===== src/rtl/if_fetch_ctrl.sv =====
// Instruction fetch controller: drives the I-memory request and feeds decode
// through an output register backed by a one-entry skid buffer.
module if_fetch_ctrl #(
    parameter logic [31:0] RESET_PC = 32'd0
) (
    input  logic        clk,
    input  logic        rst,
    input  logic        freeze,
    input  logic        branch_taken,
    input  logic [31:0] branch_addr,
    output logic        mem_req,
    output logic [31:0] mem_addr,
    input  logic        mem_ready,
    input  logic [31:0] mem_rdata,
    output logic        valid,
    output logic [31:0] inst,
    output logic [31:0] pc_plus4
);

    localparam logic [31:0] RST_PC = RESET_PC & ~32'd3;

    typedef enum logic [1:0] {
        RST,
        FETCH,
        HOLD,
        DISCARD
    } state_t;

    state_t      state;
    state_t      state_nxt;

    logic [31:0] pc;
    logic [31:0] req_pc;
    logic [31:0] skid_inst;
    logic [31:0] skid_pc4;

    logic [31:0] br_pc;
    logic [31:0] pc_inc;
    logic        accept;

    logic        ld_out;
    logic        ld_skid;
    logic        mv_skid;
    logic        pc_step;
    logic        save_req;

    assign br_pc  = branch_addr & ~32'd3;
    assign pc_inc = pc + 32'd4;
    assign accept = !valid || !freeze;

    always_ff @(posedge clk) begin
        if (rst) begin
            state <= RST;
        end else begin
            state <= state_nxt;
        end
    end

    always_comb begin
        state_nxt = state;
        unique case (state)
            RST: begin
                state_nxt = FETCH;
            end
            FETCH: begin
                if (branch_taken) begin
                    state_nxt = mem_ready ? FETCH : DISCARD;
                end else if (mem_ready && !accept) begin
                    state_nxt = HOLD;
                end
            end
            HOLD: begin
                if (branch_taken || !freeze) begin
                    state_nxt = FETCH;
                end
            end
            DISCARD: begin
                if (mem_ready) begin
                    state_nxt = FETCH;
                end
            end
            default: begin
                state_nxt = RST;
            end
        endcase
    end

    always_comb begin
        mem_req  = 1'b0;
        mem_addr = pc;
        ld_out   = 1'b0;
        ld_skid  = 1'b0;
        mv_skid  = 1'b0;
        pc_step  = 1'b0;
        save_req = 1'b0;
        unique case (state)
            FETCH: begin
                mem_req = 1'b1;
                if (!branch_taken && mem_ready) begin
                    pc_step = 1'b1;
                    ld_out  = accept;
                    ld_skid = !accept;
                end
                save_req = branch_taken && !mem_ready;
            end
            HOLD: begin
                mv_skid = !branch_taken && !freeze;
            end
            DISCARD: begin
                // keep presenting the abandoned address until memory answers
                mem_req  = 1'b1;
                mem_addr = req_pc;
            end
            default: begin
                mem_req = 1'b0;
            end
        endcase
    end

    always_ff @(posedge clk) begin
        if (rst) begin
            pc        <= RST_PC;
            req_pc    <= RST_PC;
            valid     <= 1'b0;
            inst      <= 32'd0;
            pc_plus4  <= 32'd0;
            skid_inst <= 32'd0;
            skid_pc4  <= 32'd0;
        end else begin
            if (branch_taken) begin
                pc <= br_pc;
            end else if (pc_step) begin
                pc <= pc_inc;
            end

            if (save_req) begin
                req_pc <= pc;
            end

            if (branch_taken) begin
                valid <= 1'b0;
            end else if (ld_out) begin
                inst     <= mem_rdata;
                pc_plus4 <= pc_inc;
                valid    <= 1'b1;
            end else if (mv_skid) begin
                inst     <= skid_inst;
                pc_plus4 <= skid_pc4;
                valid    <= 1'b1;
            end else if (accept) begin
                valid <= 1'b0;
            end

            if (branch_taken) begin
                skid_inst <= 32'd0;
                skid_pc4  <= 32'd0;
            end else if (ld_skid) begin
                skid_inst <= mem_rdata;
                skid_pc4  <= pc_inc;
            end
        end
    end

endmodule


===== config.mk =====
export PLATFORM = sky130hd
export DESIGN_NAME = if_fetch_ctrl
export DESIGN_NICKNAME = d
export VERILOG_FILES = /design/src/rtl/if_fetch_ctrl.sv
export SDC_FILE = /design/constraint.sdc
export NUM_CORES = 1
export LEC_CHECK = 0
export ABC_AREA = 1
export CORE_UTILIZATION = 35
export DETAILED_ROUTE_END_ITERATION = 10
export DONT_BUFFER_PORTS = 1
export GPL_TIMING_DRIVEN = 0
export SLEW_MARGIN = 30
export SYNTH_ARGS = -nofsm -noshare
export SYNTH_HDL_FRONTEND = slang
export SYNTH_SLANG_ARGS = --single-unit
export TNS_END_PERCENT = 50

===== constraint.sdc =====
create_clock -name clk -period 3.41 [get_ports clk]
set_clock_uncertainty 0.05 [all_clocks]
set_input_delay 0.5115 -clock clk [delete_from_list [all_inputs] [get_ports clk]]
set_output_delay 0.5115 -clock clk [all_outputs]
set_load 0.005 [all_outputs]

==> flow_metrics.py, run 1 <==
metrics = {
    "clocking": {
        "max-clock-path-buffers": 2,
        "cts_setup_buffers": 0,
        "ctsRootBufferMaster": "clkbuf_16",
        "cts_tree": "yes",
        "post_cts_resized": 0,
        "cts_max_level": 4,
        "clk_pin_slew_ns": 0.07,
        "hold_buffers": 0,
        "cts_made_buffers": 17,
        "clock_latency_ns": 0.43,
        "cts_sinks": 187,
    },
    "critical_path": {
        "cp.required_ns": 2.85,
        "start_kind": "flip-flop",
        "path_class": "flip-flop to primary output",
        "crit_path_top_delay_cell": "clkbuf_1",
        "arrival_ns": 2.04,
        "slowest_delay_ns": 0.44,
        "r2r-start": "pc[2]",
        "path_cells": "nand2_1 > clkbuf_1 > clkbuf_1 > a21oi_1",
        "cp_max_fo": 10,
        "end_kind": "primary output",
        "crit_path_start": "state[0]",
        "cp_common_cell": "clkbuf_1",
    },
    "routing": {
        "wl_mm": 26.5,
        "ant_nets": 0,
        "drc": 0,
        "via_per_inst": 4.98,
        "wire_per_inst_um": 16.4,
        "dr.pass1.iters": 5,
        "drtIter0Drc": 570,
        "vias": 8029,
    },
    "place": {
        "dp_hpwl_mm": 19.9,
        "io_buffers": 0,
        "place_congestion": 0.944,
    },
    "min_path": {
        "hold_start": "mem_rdata[2]",
        "hold_class": "input pin to flip-flop",
    },
    "cells_and_area": {
        "mostFrequentLayoutCell": "o21ai_0",
        "nFillCells": 2534,
        "fin_nets": 1350,
        "drive_above_1_share_pct": 6.19,
        "diodes": 0,
        "final_cell_mix": "o21ai_0, nand2_1, nor2_1, dfxtp_1, a21oi_1",
        "area_growth_pct": 10.8,
    },
    "timing": {
        "relSlewSlack_pct": 57.3,
        "fin_crit_sh_pct": 76.2,
        "min_period_ns": 2.60,
        "setup_viol": 0,
        "setup_tns_ns": 0,
        "max_freq_mhz": 385,
        "rsz0062_at_grt": "no",
        "worstMarginPinSlew_ns": 0.640,
        "finalHoldViolCount": 0,
        "slew_violations": 0,
    },
    "pwr": {
        "p_switching_mw": 1.26,
        "p_comb_share_pct": 9.3,
        "clock_power_share_pct": 39.8,
        "p_int_mw": 3.35,
        "p_sw_share_pct": 27.4,
        "power.density_nw_per_um2": 485,
        "p_seq_share_pct": 50.9,
        "ir_drop_mv": 0.288,
        "p_total_mw": 4.62,
        "p_leak_nw": 4.09,
    },
    "grt": {
        "grt_pass1_wl_mm": 41.0,
        "grt_pass1_vias": 7499,
        "antenna_found_initial": 0,
        "grt_max_degree": 17,
        "grtUsageTotal_pct": 21.5,
        "gr-total-overflow": 0,
    },
    "floorplanning": {
        "fp.dieH_um": 159,
        "die-area_um2": 25200,
        "core_um2": 23800,
        "die_w_um": 159,
        "io_pins": 167,
        "initial_core_util_pct": 36.2,
        "rows": 56,
    },
    "synth": {
        "yosys_warnings": 0,
        "syn_avg_cell_area_um2": 6.83,
        "synth_seq_area_share_pct": 43.6,
        "yosysUniqueCellTypes": 36,
        "synth_seq_cells": 187,
        "syn_area_um2": 8590,
        "synthCells": 1258,
    },
    "run": {
        "maxCapViolCount": 0,
    },
    "outcome": {
        "status": "finished, final reports clean",
    },
}
## final cells by class
type                       instances  area [µm²]  share of cell area (%)
clock buffer                      21         450                    4.73
tap                              319         399                    4.19
sequential                       187        3740                    39.3
clock inverter                    10        68.8                   0.723
multi-input combinational        856        3940                    41.3
inverter                         136         513                    5.39
buffer                            82         410                    4.31
## layer usage
layer / track usage, % / vias up / part of all wire (%)
met2: 35.1 / 227 / 45
met1: 28.1 / 3679 / 47
met4: 5.63 / 0 / 1.1
met3: 5.31 / 22 / 7.3
met5: 0 / - / 0
li1: - / 4101 / -
## cells in the mapped netlist
| cell type | number | area share (%) |
|---|---|---|
| a21oi_1 | 134 | 7.8 |
| a211oi_1 | 1 | 0.087 |
| mux2_2 | 2 | 0.26 |
| buf_4 | 8 | 0.70 |
| clkinv_1 | 1 | 0.044 |
| clkbuf_1 | 46 | 2.0 |
| buf_6 | 6 | 0.79 |
| o21ai_1 | 29 | 1.7 |
| or2_2 | 1 | 0.073 |
| ha_1 | 1 | 0.15 |
| inv_2 | 3 | 0.13 |
| o211a_1 | 1 | 0.12 |
| nor2_2 | 4 | 0.29 |
| o21ai_0 | 205 | 12 |
| o211ai_1 | 4 | 0.35 |
| xor2_1 | 10 | 1.0 |
| o21bai_1 | 2 | 0.17 |
| clkbuf_2 | 1 | 0.058 |
| inv_1 | 131 | 5.7 |
| nand3_1 | 38 | 2.2 |
| nand2_2 | 3 | 0.22 |
| nand2_1 | 201 | 8.8 |
| a31oi_1 | 4 | 0.29 |
| nand3_4 | 1 | 0.20 |
| buf_2 | 21 | 1.2 |
| dfxtp_1 | 187 | 44 |
| and2_1 | 5 | 0.36 |
| nor2_1 | 195 | 8.5 |
| inv_4 | 1 | 0.073 |
| conb_1 | 1 | 0.044 |
| a311oi_1 | 1 | 0.10 |
| a22oi_1 | 1 | 0.087 |
| xnor2_1 | 1 | 0.10 |
| a21o_1 | 4 | 0.35 |
| nor2_4 | 1 | 0.13 |
| o221ai_1 | 3 | 0.31 |
## critical path: cells and delay by family (launching register included)
| family | cells | cell delay [ns] |
|---|---|---|
| and+or+nand+nor | 1 | 0.22 |
| DFF | 1 | 0.36 |
| buffers and inverters | 2 | 0.85 |
| AOI/OAI and AO/OA | 1 | 0.18 |
## worst paths after layout
path                   to  slack [ns]  depth (start not counted)
max          mem_addr[30]        0.81                          4
min          skid_inst[2]        0.17                          2
max reg2reg        pc[12]        1.23                          9
min reg2reg   skid_pc4[4]        0.42                          2
## flip-flops by register name (all words and copies together), names as in the netlist
register,flops
pc_plus4,30
req_pc,30
state,2
skid_pc4,30
valid,1
skid_inst,32
inst,32
pc,30
## logic make-up (layout without fill, tap and decap cells)
group	Yosys count	count (layout)	synth area share, %
simple gates	449	449	20.8
other cells	1	4	0.0437
fa+ha+maj	1	1	0.146
buf+inv	218	249	10.7
mux	2	2	0.262
xor+xnor	11	11	1.12
flops	187	187	43.6
compound gates	389	389	23.3
## power groups by stage
stage | Combinational (mW) | Sequential (mW) | Clock, mW
2_1_floorplan | 0.309 | 2.37 | 0
3_3_place_gp | 0.421 | 2.40 | 0
3_5_place_dp | 0.425 | 2.40 | 0
4_1_cts | 0.428 | 2.35 | 1.86
5_1_grt | 0.488 | 2.36 | 1.94
6_report | 0.427 | 2.35 | 1.84
## stage by stage
stage                     std cells  hold WS (ns)  area [µm²]  setup slack, ns  util [%]
after CTS                      1611         0.157        9520            0.775      40.1
after global placement         1580         0.398        9000             1.16      37.9
after floorplan                1261         0.385        8600             1.70         -
after global routing           1611         0.160        9520            0.625      40.1
after detailed placement       1580         0.400        9000             1.18      37.9
final                          1611         0.165        9520            0.812      40.1
(Power assumes the default switching activity.)
==> run 2, diff against run 1 <==
clock period = 2.7 ns   (was 3.41 ns; I/O delays follow)
==> results of run 2 <==
Same layout as run 1 (identical final DEF). Status: finished, final reports clean.
Main changes from that run: setup slack after placement 1.18 ns -> 0.574 ns; setup slack after layout 0.812 ns -> 0.208 ns; hold slack 0.165 ns -> 0.0588 ns; register-to-register setup slack 1.23 ns -> 0.52 ns; total power 4.62 mW -> 5.83 mW; worst IR drop on VDD 0.288 mV -> 0.363 mV
==> run 3, diff against run 2 <==
SLEW_MARGIN = 10   (was 30)
==> results of run 3 <==
Same layout as run 1 (identical final DEF). Status: finished, final reports clean.
Main changes from that run: setup slack after placement 1.18 ns -> 0.574 ns; setup slack after layout 0.812 ns -> 0.208 ns; hold slack 0.165 ns -> 0.0588 ns; register-to-register setup slack 1.23 ns -> 0.52 ns; total power 4.62 mW -> 5.83 mW; worst IR drop on VDD 0.288 mV -> 0.363 mV
